### src/rtl/id_rx_pkg.sv
// Shared types and helpers for the ID frame receiver: byte/frame FSM states and baud divisor.
package id_rx_pkg;

  typedef enum logic [2:0] {StIdle, StStart, StData, StStop, StBreak} byte_state_t;

  typedef enum logic [1:0] {StHunt, StId, StChk} frame_state_t;

  function automatic int unsigned bit_cycles(input int unsigned clk_freq,
                                             input int unsigned baud);
    return clk_freq / baud;
  endfunction

endpackage

### src/rtl/uart_byte_rx.sv
// 8N1 byte receiver: 2-flop synchroniser, start-bit centring, LSB-first data, stop-bit check.
module uart_byte_rx
  import id_rx_pkg::*;
#(
  parameter int unsigned BIT_CYCLES = 434
) (
  input  logic       clk,
  input  logic       reset,
  input  logic       rx_in,
  output logic [7:0] byte_data,
  output logic       byte_ok,
  output logic       byte_err
);

  localparam int unsigned CntW = $clog2(BIT_CYCLES + 1);
  localparam logic [CntW-1:0] HalfLast = CntW'(BIT_CYCLES / 2 - 1);
  localparam logic [CntW-1:0] BitLast  = CntW'(BIT_CYCLES - 1);

  logic            s1_q, rs_q;
  byte_state_t     state_q, state_d;
  logic [CntW-1:0] cnt_q, cnt_d;
  logic [2:0]      bit_q, bit_d;
  logic [7:0]      shift_q, shift_d;
  logic [7:0]      data_q, data_d;
  logic            ok_q, ok_d, err_q, err_d;

  always_comb begin
    state_d = state_q;
    cnt_d   = cnt_q + 1'b1;
    bit_d   = bit_q;
    shift_d = shift_q;
    data_d  = data_q;
    ok_d    = 1'b0;
    err_d   = 1'b0;
    unique case (state_q)
      StIdle: begin
        cnt_d = '0;
        if (!rs_q) begin
          state_d = StStart;
          bit_d   = '0;
        end
      end
      StStart: begin
        // Sample mid start bit so data samples fall mid-bit thereafter.
        if (cnt_q == HalfLast) begin
          cnt_d   = '0;
          state_d = rs_q ? StIdle : StData;
        end
      end
      StData: begin
        if (cnt_q == BitLast) begin
          cnt_d   = '0;
          shift_d = {rs_q, shift_q[7:1]};
          bit_d   = bit_q + 3'd1;
          if (bit_q == 3'd7) state_d = StStop;
        end
      end
      StStop: begin
        if (cnt_q == BitLast) begin
          cnt_d = '0;
          if (rs_q) begin
            ok_d    = 1'b1;
            data_d  = shift_q;
            state_d = StIdle;
          end else begin
            err_d   = 1'b1;
            state_d = StBreak;
          end
        end
      end
      StBreak: begin
        cnt_d = '0;
        if (rs_q) state_d = StIdle;
      end
      default: state_d = StIdle;
    endcase
  end

  always_ff @(posedge clk or posedge reset) begin
    if (reset) begin
      s1_q    <= 1'b1;
      rs_q    <= 1'b1;
      state_q <= StIdle;
      cnt_q   <= '0;
      bit_q   <= '0;
      shift_q <= '0;
      data_q  <= '0;
      ok_q    <= 1'b0;
      err_q   <= 1'b0;
    end else begin
      s1_q    <= rx_in;
      rs_q    <= s1_q;
      state_q <= state_d;
      cnt_q   <= cnt_d;
      bit_q   <= bit_d;
      shift_q <= shift_d;
      data_q  <= data_d;
      ok_q    <= ok_d;
      err_q   <= err_d;
    end
  end

  assign byte_data = data_q;
  assign byte_ok   = ok_q;
  assign byte_err  = err_q;

endmodule

### src/rtl/id_frame_receiver.sv
// ID frame receiver: SYNC + ID_BYTES payload + XOR checksum over uart_byte_rx.
// Define ID_TIMEOUT_EN to abandon a frame after TIMEOUT_CYCLES without byte activity.
module id_frame_receiver
  import id_rx_pkg::*;
#(
  parameter int unsigned CLK_FREQ       = 50000000,
  parameter int unsigned BAUD           = 115200,
  parameter int unsigned ID_BYTES       = 4,
  parameter logic [7:0]  SYNC_BYTE      = 8'hA5,
  parameter int unsigned TIMEOUT_CYCLES = 500000
) (
  input  logic                  clk,
  input  logic                  reset,
  input  logic                  rx_in,
  output logic [8*ID_BYTES-1:0] id_out,
  output logic                  id_valid,
  output logic                  frame_err,
  output logic                  rx_activity
);

  localparam int unsigned IdW = 8 * ID_BYTES;
  localparam logic [3:0]  LastByte = 4'(ID_BYTES - 1);

  logic [7:0] byte_data;
  logic       byte_ok, byte_err, timeout_hit;

  uart_byte_rx #(
    .BIT_CYCLES(bit_cycles(CLK_FREQ, BAUD))
  ) u_byte_rx (
    .clk      (clk),
    .reset    (reset),
    .rx_in    (rx_in),
    .byte_data(byte_data),
    .byte_ok  (byte_ok),
    .byte_err (byte_err)
  );

  frame_state_t   state_q, state_d;
  logic [3:0]     cnt_q, cnt_d;
  logic [7:0]     acc_q, acc_d;
  logic [IdW-1:0] assy_q, assy_d, id_q, id_d;
  logic           valid_q, valid_d, err_q, err_d, act_q, act_d;

`ifdef ID_TIMEOUT_EN
  localparam int unsigned ToW = $clog2(TIMEOUT_CYCLES + 1);
  // Fire one cycle early: frame_err is registered, so it lands TIMEOUT_CYCLES after byte_ok.
  localparam logic [ToW-1:0] ToLast = ToW'(TIMEOUT_CYCLES - 2);
  logic [ToW-1:0] to_q, to_d;

  always_comb begin
    to_d        = to_q;
    timeout_hit = 1'b0;
    if (byte_ok || byte_err) begin
      to_d = '0;
    end else if (state_q != StHunt) begin
      if (to_q == ToLast) begin
        timeout_hit = 1'b1;
        to_d        = '0;
      end else begin
        to_d = to_q + 1'b1;
      end
    end
  end

  always_ff @(posedge clk or posedge reset) begin
    if (reset) to_q <= '0;
    else       to_q <= to_d;
  end
`else
  assign timeout_hit = 1'b0;
`endif

  always_comb begin
    state_d = state_q;
    cnt_d   = cnt_q;
    acc_d   = acc_q;
    assy_d  = assy_q;
    id_d    = id_q;
    valid_d = 1'b0;
    err_d   = 1'b0;
    act_d   = byte_ok;
    unique case (state_q)
      StHunt: begin
        if (byte_ok && byte_data == SYNC_BYTE) begin
          state_d = StId;
          cnt_d   = '0;
          acc_d   = '0;
        end
      end
      StId: begin
        if (byte_ok) begin
          assy_d = (assy_q << 8) | IdW'(byte_data);
          acc_d  = acc_q ^ byte_data;
          cnt_d  = cnt_q + 4'd1;
          if (cnt_q == LastByte) state_d = StChk;
        end else if (byte_err || timeout_hit) begin
          err_d   = 1'b1;
          state_d = StHunt;
        end
      end
      StChk: begin
        if (byte_ok) begin
          state_d = StHunt;
          if (byte_data == acc_q) begin
            id_d    = assy_q;
            valid_d = 1'b1;
          end else begin
            err_d = 1'b1;
          end
        end else if (byte_err || timeout_hit) begin
          err_d   = 1'b1;
          state_d = StHunt;
        end
      end
      default: state_d = StHunt;
    endcase
  end

  always_ff @(posedge clk or posedge reset) begin
    if (reset) begin
      state_q <= StHunt;
      cnt_q   <= '0;
      acc_q   <= '0;
      assy_q  <= '0;
      id_q    <= '0;
      valid_q <= 1'b0;
      err_q   <= 1'b0;
      act_q   <= 1'b0;
    end else begin
      state_q <= state_d;
      cnt_q   <= cnt_d;
      acc_q   <= acc_d;
      assy_q  <= assy_d;
      id_q    <= id_d;
      valid_q <= valid_d;
      err_q   <= err_d;
      act_q   <= act_d;
    end
  end

  assign id_out      = id_q;
  assign id_valid    = valid_q;
  assign frame_err   = err_q;
  assign rx_activity = act_q;

endmodule

### config.mk
export PLATFORM = sky130hd
export DESIGN_NAME = id_frame_receiver
export DESIGN_NICKNAME = d
export VERILOG_FILES = /design/src/rtl/id_rx_pkg.sv /design/src/rtl/uart_byte_rx.sv /design/src/rtl/id_frame_receiver.sv
export SDC_FILE = /design/constraint.sdc
export NUM_CORES = 1
export LEC_CHECK = 0
export CAP_MARGIN = 20
export CORE_AREA = 2 2 110 138
export DETAILED_ROUTE_END_ITERATION = 8
export DIE_AREA = 0 0 112 140
export HOLD_SLACK_MARGIN = 0.03
export PLACE_DENSITY = 0.6
export SKIP_LAST_GASP = 1
export SLEW_MARGIN = 20
export SYNTH_ARGS = -nofsm -noshare
export SYNTH_HDL_FRONTEND = slang
export SYNTH_SLANG_ARGS = --single-unit
### constraint.sdc
create_clock -name clk -period 5.2 [get_ports clk]
set_input_delay 0.78 -clock clk [delete_from_list [all_inputs] [get_ports clk]]
set_output_delay 0.78 -clock clk [all_outputs]
set_load 0.02 [all_outputs]
==> impl_summary.txt <==
----------------------------------------------------
[Global route]
  Gr usage total ... 12.1%
  Initial antenna violation count ... 0
  Number of global-route vias before repair ... 3165
  Remaining Overflow, GRT ... 0
  Met1 track demand over resource ... 14.4%
  Wire length of the first global-routing pass ... 15400 µm
  Met3 capacity usage during global routing ... 4.80%
  Met2 global-route usage ... 19.9%
  Most used routing layer ... met2
  Pin count of the biggest net entering global routing ... 72

[Power and ir drop]
  Proportion of power drawn by combinational gates ... 0.9%
  Worst voltage drop across the vdd grid ... 241 µV
  Clk network pwr share ... 58.7%
  Part of the power in registers ... 40.5%
  Switching power total ... 0.400 mW
  Switching part of the total ... 17.9%
  Standby leakage power ... 2.87 nW
  P per Cell Area ... 362 mW/mm²
  Cell Int Power ... 1.84 mW

[Die]
  Vertical extent of the die ... 140 µm
  Row count ... 49
  # IOs ... 38
  Total Die Area ... 0.0157 mm²
  Starting density of the core ... 34.5%
  Die outline width ... 112 µm
  Area of the placeable core ... 0.0143 mm²

[STA]
  Final number of max-transition violations ... 0
  Post-Route Setup TNS ... 0 ns
  Transition time at the pin with the least slew margin ... 0.872 ns
  Tightest slew margin relative to the limit ... 41.9%
  Period utilisation layout ... 41.4%
  Final-report hold violation count ... 0
  Post-Route Skew ... 0.00668 ns
  Minimum clock period ... 2.15 ns
  RSZ-0062 raised after global routing ... no
  Setup-violating endpoint count in the final report ... 0
  Achievable Freq ... 0.464 GHz

[Hold path]
  WHS Endpoint ... u_byte_rx.rs_q$_DFF_PP1_
  Hold path startpoint ... u_byte_rx.s1_q$_DFF_PP1_
  Worst hold stages ... 0
  Worst hold path class ... register to register

[Logic synthesis]
  Count of different cell masters after synthesis ... 48
  Synth Instances ... 374
  Most used DFF post-synth ... sky130_fd_sc_hd__dfrtp_1
  Leading cell types by total area after synthesis ... sky130_fd_sc_hd__dfrtp_1 (58%), sky130_fd_sc_hd__mux2_2 (18%), sky130_fd_sc_hd__ha_1 (2.5%)
  Syn nets ... 387
  Cell area after synthesis ... 0.00494 mm²
  Most instantiated library cell after synthesis ... sky130_fd_sc_hd__dfrtp_1
  Post-synthesis sequential area ratio ... 58.8%
  Async set-reset flop share out of synthesis ... 100%
  Number of synthesized register bits ... 116
  Fraction of post-synthesis cell area in the top cell type by area ... 57.7%
  Per-instance average area after synthesis ... 13.2 µm²
  Synth warnings ... 0
  Largest area contributor in the synthesized netlist ... sky130_fd_sc_hd__dfrtp_1
  Number of enable flip-flop cells after synthesis ... 0
  Top cells by instance count after synthesis ... sky130_fd_sc_hd__dfrtp_1 (114), sky130_fd_sc_hd__mux2_2 (81), sky130_fd_sc_hd__o21ai_0 (25)

[Setup path]
  Critical path peak fanout ... 2
  FF-to-FF Start ... u_byte_rx.cnt_q[1]$_DFF_PP0_
  Combined buffer and inverter count along the critical path ... 1
  Endpoint class of the critical path ... output port
  Cell family with the largest share of critical-path delay ... buffers and inverters
  Category of the critical setup timing path ... register to output port
  Worst-case register-to-register setup slack ... 3.12 ns
  Delay contributed by the slowest stage of the critical path ... 0.62 ns
  CP Launch Type ... register
  CP startpoint ... id_out[4]$_DFFE_PP0P_
  Crit-path slowest cell ... sky130_fd_sc_hd__clkdlybuf4s50_1
  Critical path data arrival time ... 1.37 ns
  Number of cells traversed by the worst register-to-register path ... 6
  Worst reg2reg path endpoint ... u_byte_rx.byte_data[3]$_DFFE_PP0P_
  Req. time, crit path ... 4.42 ns
  Critical-path cell list ... clkdlybuf4s50_1

[Layout]
  Cell area after layout ... 0.00620 mm²
  Synthesis-to-layout area growth ... 25.3%
  Diode count ... 0
  Layout cell share with drive strength beyond 1 ... 28.6%
  Final #Nets ... 435
  Utilization of the core after routing ... 43.2%

[Clock network]
  Setup Buffers After CTS ... 0
  Clock edge transition at the registers on the reported setup and hold paths ... 0.05 ns
  Later-pin clock latency in the skew report ... 0.41 ns
  Max clock buf depth ... 2
  Count of clock tree sinks ... 116
  CTS H-tree lvls ... 4
  TritonCTS clock tree ... yes
  Clock tree root buffer cell ... sky130_fd_sc_hd__clkbuf_16
  Gates resized, CTS repair ... 0
  Hold_buf cts ... 0
  Number of buffers created by CTS ... 17

[Detailed routing]
  Antenna Nets Post-Route ... 0
  Drt total wl ... 8520 µm
  Drc violations ... 0
  Via density ... 4.94
  WL per Instance ... 13.9 µm
  Via count ... 3022
  First-pass DRT Iterations ... 5
  Detailed router's first-iteration violation count ... 120

[Job]
  Max-Cap Viols ... 0

[Status]
  Status ... finished, final reports clean

[Placement]
  RD Place Congestion ... 0.768
  Total of buffers placed on input and output ports ... 37
  Dpl cell area ... 0.00552 mm²
  Placed wire-length estimate after detailed placement ... 5580 µm

----------------------------------------------------
-- cells in the final DEF, fill, tap and decap left out, drive strengths merged, types with 2 or more instances in the layout --
master         count
bufinv             6
buf                3
o31ai              4
clkinv             3
mux2i              2
clkdlybuf4s50     37
nand2             12
or3                5
xnor2             10
nand4              9
xor2               5
a31oi              2
nand3             12
clkbuf            22
ha                10
dfstp              2
nand2b             8
inv               13
nor2               8
nor3b              2
mux2              81
o21ai             25
dfrtp            114
nor3              11
a21oi              6
-- metrics by stage --
step	total power, mW	instances	hold slack (ns)	setup WS, ns
floorplan	0.935	374	0.345	1.35
global placement	0.942	581	0.346	2.67
detailed placement	0.942	581	0.348	2.65
CTS	2.28	612	0.355	3.01
global route	2.32	612	0.357	2.89
finish	2.24	612	0.354	3.05
-- sequential cells by signal (all words and copies together), names as in the netlist, 2 cells and up --
name and cells:
u_byte_rx.state_q 3, u_byte_rx.cnt_q 9, id_out 32, u_byte_rx.shift_q 8
cnt_q 4, u_byte_rx.bit_q 3, acc_q 8, assy_q 32
state_q 2, u_byte_rx.byte_data 8
-- cell type report --
type / instances / area (µm²)
multi-input cells: 234 / 1950
flip-flops and latches: 116 / 2910
clock buffers: 22 / 474
clock inverters: 9 / 199
repair buffers: 40 / 393
fillers: 1340 / 8150
inverters: 13 / 51.3
well taps: 178 / 223
-- metal layers --
metal / wire length, µm / vias to the layer above
li1: - / 1445
met5: 0 / -
met4: 127 / 0
met3: 372 / 10
met2: 4180 / 61
met1: 3840 / 1506
-- how the worst max path moves through the flow --
stage | end | cells after the start
after floorplan | acc_q[0]$_DFFE_PP0P_ | 1
after global placement | id_out[26]$_DFFE_PP0P_ | 3
after detailed placement | id_out[26]$_DFFE_PP0P_ | 3
after CTS | id_out[4] | 1
after global routing | id_out[3]$_DFFE_PP0P_ | 3
final | id_out[4] | 1
-- worst register-to-register path, stage by stage, from the launching register on --
cell and delay (ns):
sky130_fd_sc_hd__dfrtp_1 0.42, sky130_fd_sc_hd__inv_1 0.10, sky130_fd_sc_hd__ha_1 0.15, sky130_fd_sc_hd__nand4bb_1 0.16, sky130_fd_sc_hd__nor3_2 0.46, sky130_fd_sc_hd__nand3_2 0.33, sky130_fd_sc_hd__mux2_2 0.35
-- cells by family after synthesis --
group / after synthesis / share of synthesized area, %
compound gates: 47 / 5.82
xor+xnor: 15 / 2.66
fa+ha+maj: 10 / 2.53
buf+inv: 24 / 1.92
flops: 116 / 58.8
mux: 83 / 18.9
simple gates: 79 / 9.46
-- power by group through the flow --
stage	Combinational (mW)	Sequential, mW	Clock, mW
global route	0.0237	0.906	1.39
global placement	0.0206	0.921	0
finish	0.0193	0.906	1.31
CTS	0.0209	0.906	1.35
floorplan	0.0133	0.921	0
detailed placement	0.0209	0.921	0
Note: power is estimated with default switching activity, not from simulation.
==> variant 1, RTL diff (same flow settings) <==
Build with the macro `ID_TIMEOUT_EN` defined.
--- a/src/rtl/id_frame_receiver.sv
+++ b/src/rtl/id_frame_receiver.sv
@@ -1,5 +1,7 @@
 // ID frame receiver: SYNC + ID_BYTES payload + XOR checksum over uart_byte_rx.
 // Define ID_TIMEOUT_EN to abandon a frame after TIMEOUT_CYCLES without byte activity.
+`define ID_TIMEOUT_EN
+
 module id_frame_receiver
   import id_rx_pkg::*;
 #(
Function: same outputs for any inputs over 10 cycles, from zero or initial values and one cycle with reset high; that may be too few to reach the edited logic, so the function may still have changed.
==> variant 1 against the unedited design <==
  * Sequential cell count rose by 19
  * Setup slack got worse by 0.47 ns
  * First-iteration DRC count increased by 31%
  * Sequential power rose by 16%
  * Area after synthesis is 21% higher
  * Die area did not move
  * Wire length up 36%
  * Register-to-register slack worse by 0.54 ns
  * Critical path type is now register to register
  * Final area is 15% higher
  * Clock power is 3% lower
  * Total power up 4.8%
  * Global-route usage grew 3.7 points
==> variant 1: results (changes against the unedited design) <==
* Status: complete, no violations
* M3 GR Usage at 0.04327 (-0.004760)
* GRT Total Usage at 0.1584 (+0.03722)
* Hold_buf cts at 0 (unchanged)
* Critical Path Max Stage Delay at 0.84 ns (+0.22 ns)
* Met1 usage at 0.1943 (+0.05036)
* CP max stage cell: and2_1
* Cell family with most CP delay: simple AND/OR/NAND/NOR gates
* Synth unique cells at 59 (+23%)
* Post-synthesis mux area share at 0.09567 (-0.09285)
* First-pass GRT wire length at 20.13 mm (+31%)
* Initial antenna violation count at 0 (unchanged)
* RR Endpoint: acc_q[5]
* Post-synth ARST share at 1.000 (unchanged)
* Max FO, Critical Path at 28 (+26)
* Vias in the first global route at 4070 (+29%)
* RR Startpoint: state_q[1]
* Dpl hpwl at 7.714 mm (+38%)
* Placer Congestion at 0.8220 (+7.1%)
* Placed cell areas at 6518 um^2 (+18%)
* Fraction of layout cells with a size suffix above 1 at 0.1712 (-0.1145)
* R2R setup slack at 2.58 ns (-0.54 ns)
* Largest cells by area after synthesis: dfrtp_1 56%, mux2_2 9.2%, nand2_1 7.0%, ha_1 2.5%, xor2_1 1.9%
* Seq/Total Area, Yosys at 0.5656 (-0.02192)
* Fillers at 1301 (-2.9%)
* Synth Area in Adders at 0.02512 (-0.0001833)
* Post_cts resized at 0 (unchanged)
* Starting DRT DRC Count at 157 (+31%)
* Most frequent cells after synthesis: 133 x dfrtp_1, 111 x nand2_1, 49 x mux2_2, 22 x nor2_1, 20 x a21oi_1
* Routed WL at 11.57 mm (+36%)
* Vias post-DR at 4114 (+36%)
* Synth Net Count at 555 (+43%)
* Fin Clk Skew at 0.004686 ns (-0.001994 ns)
* Largest net degree at the start of global routing at 103 (+43%)
* Worst EP arrival at 2.92 ns (+1.55 ns)
* Worst VDD drop at 251.5 uV (+4.4%)
* Post-synthesis xor/xnor area fraction at 0.03517 (+0.008600)
* GR Layer Usage met2 at 0.2616 (+0.06220)
* Slew of the pin with the lowest slew margin at 1.043 ns (+0.1711 ns)
variant 1: through the flow:
stage,total power [mW],std cells,setup WS (ns),utilization,hold slack [ns]
after floorplan,1.088,540,0.8122,-,0.3452
after global routing,2.439,768,2.421,0.4987,0.3627
final,2.346,768,2.577,0.4987,0.3552
after CTS,2.382,768,2.586,0.4987,0.3573
after detailed placement,1.096,737,2.611,0.4543,0.3472
after global placement,1.096,737,2.723,0.4543,0.3466
variant 1: final cells by class:
type | count | area share
Clock buffer | 18 | 0.06139
Tap cell | 178 | 0.03113
Inverter | 13 | 0.007520
Sequential cell | 135 | 0.4725
Clock inverter | 13 | 0.02763
Multi-Input combinational cell | 369 | 0.3428
Timing Repair Buffer | 42 | 0.05701
variant 1: worst reg2reg max path, stage by stage (launching register included):
cell and delay [ns]:
dfrtp_1 0.43, inv_1 0.11, ha_1 0.20, and2_1 0.84, buf_4 0.35, o21ai_0 0.22, a211o_1 0.36
variant 1: cell families after synthesis:
family / after synthesis
fa+ha+maj: 12
compound gates: 73
buf+inv: 36
flops: 135
mux: 51
xor+xnor: 24
simple gates: 209
variant 1: power by group:
part	internal, mW	leakage, nW	switching, mW
Sequential	1.05	1.87	0.000602
Clock	0.819	0.307	0.452
Combinational	0.00223	1.22	0.0203
variant 1: worst max-delay path by stage:
stage	startpoint	to	slack, ns
after floorplan	reset	acc_q[0]	0.81
after global placement	to_q[6]	state_q[1]	2.72
after detailed placement	state_q[1]	acc_q[5]	2.61
after CTS	state_q[1]	acc_q[5]	2.59
after global routing	state_q[1]	acc_q[5]	2.42
final	state_q[1]	acc_q[5]	2.58
variant 1: layer usage:
layer | wire (um) | vias up
met2 | 5868 | 70
met3 | 412 | 22
li1 | - | 1960
met4 | 240 | 0
met5 | 0 | -
met1 | 5052 | 2062
==> variant 2, RTL diff (same flow settings) <==
Made on the original files. `id_q` no longer has a reset.
--- a/src/rtl/id_frame_receiver.sv
+++ b/src/rtl/id_frame_receiver.sv
@@ -122,7 +122,6 @@
       cnt_q   <= '0;
       acc_q   <= '0;
       assy_q  <= '0;
-      id_q    <= '0;
       valid_q <= 1'b0;
       err_q   <= 1'b0;
       act_q   <= 1'b0;
@@ -131,11 +130,14 @@
       cnt_q   <= cnt_d;
       acc_q   <= acc_d;
       assy_q  <= assy_d;
-      id_q    <= id_d;
       valid_q <= valid_d;
       err_q   <= err_d;
       act_q   <= act_d;
     end
+  end
+
+  always_ff @(posedge clk) begin
+    id_q <= id_d;
   end
 
   assign id_out      = id_q;
Function: same outputs for any inputs over 10 cycles, from zero or initial values and one cycle with reset high; that may be too few to reach the edited logic, so the function may still have changed.
==> variant 2 against the unedited design <==
  * Die area stayed put
  * Sequential cell count unchanged
  * Synthesized cell count grew 16%
  * Total power down 8.3%
  * Setup slack got worse by 0.18 ns
  * Area after synthesis decreased by 1.1%
  * Final area fell by 2.8%
  * First-iteration DRC count up 46%
  * Wire length up 3.8%
  * Critical path depth rose by 5
  * Critical endpoint is now acc_q[6]
==> variant 2: results (changes against the unedited design) <==
* Synth unique cells at 49 (+2.1%)
* #MultiIn Comb at 285 (+22%)
* CP max stage cell: and2_2
* Worst VDD drop at 200.4 uV (-17%)
* Final Util at 0.4196 (-0.01230)
* Largest net degree at the start of global routing at 44 (-39%)
* Max FO, Critical Path at 36 (+34)
* Met1 usage at 0.1484 (+0.004431)
* Largest cells by area after synthesis: dfrtp_1 42%, edfxtp_1 20%, nand2_1 8.8%, mux2_2 4.4%, ha_1 2.6%
* Cells after Synth at 432 (+16%)
* M3 GR Usage at 0.04284 (-0.005193)
* Post-synth ARST share at 0.7241 (-0.2759)
* Seq/Total Area, Yosys at 0.6271 (+0.03953)
* 1st-pass router iterations at 4 (-1)
* Int Pwr at 1.624 mW (-12%)
* Inverters at 12 (-1)
* Num CTS Buffers at 17 (unchanged)
* Fraction of layout cells with a size suffix above 1 at 0.1340 (-0.1517)
* Most frequent cells after synthesis: 114 x nand2_1, 82 x dfrtp_1, 32 x edfxtp_1, 22 x nand3_1, 19 x mux2_2
* Post-synth EDFFs at 32 (+32)
* Register share of total power at 0.455 (+0.050)
* DRT met1 WL at 3.928 mm (+2.4%)
* Switch Pwr at 431.2 uW (+7.7%)
* Fin Clk Skew at 0.007367 ns (+0.0006873 ns)
* Clk pwr share at 0.537 (-0.050)
* First-pass GRT wire length at 15.67 mm (+1.7%)
* Inst Count DP at 631 (+8.6%)
* GRT Total Usage at 0.1230 (+0.001776)
* GR Layer Usage met2 at 0.2105 (+0.01116)
* NonClk Buf Share at 0.06651 (+0.003105)
* Multi-input logic area at 1709 um^2 (-12%)
* CLK BUF at 19 (-14%)
* Pre-CTS setup slack at 2.854 ns (+0.2060 ns)
* Worst EP arrival at 2.65 ns (+1.28 ns)
* Final Non-Filler Cells at 663 (+8.3%)
* RR Startpoint: state_q[1]
* Clock network area share at 0.09561 (-0.01303)
* Dpl hpwl at 6.070 mm (+8.9%)
* Post_cts resized at 0 (unchanged)
* Status: complete, no violations
* Vias post-DR at 3254 (+7.7%)
* Starting DRT DRC Count at 175 (+46%)
* WL met3 at 382 um (+2.7%)
* Placed cell areas at 5444 um^2 (-1.4%)
* Critical Path Max Stage Delay at 0.68 ns (+0.06 ns)
* Placer Congestion at 0.8103 (+5.6%)
* Synth Net Count at 445 (+15%)
* Max-slew headroom at 0.5048 (+0.08586)
[variant 2: cell families (layout without fill, tap and decap cells)]
family                     after synthesis  count (layout)  share of synthesized area
buffers and inverters                   31              84                    0.02610
xor gates and xnor gates                16              16                    0.02867
AOI/OAI and AO/OA                       43              43                    0.05478
DFF                                    116             116                     0.6271
and+or+nand+nor                        196             196                     0.1920
adders and majority gates               10              10                    0.02560
muxes                                   20              20                    0.04582
[variant 2: path summary, 6_finish.rpt]
kind,to,slack (ns)
max,acc_q[6],2.87
min,u_byte_rx.rs_q,0.36
max reg2reg,acc_q[6],2.87
min reg2reg,u_byte_rx.rs_q,0.36
max in group asynchronous,u_byte_rx.s1_q,3.40
min in group asynchronous,assy_q[2],0.80
[variant 2: worst reg2reg max path: stages, from the launching register on]
cell and delay (ns):
dfrtp_1 0.40, inv_1 0.11, ha_1 0.46, and2_2 0.68, nand2_1 0.16, mux2_2 0.28
o21ai_0 0.15
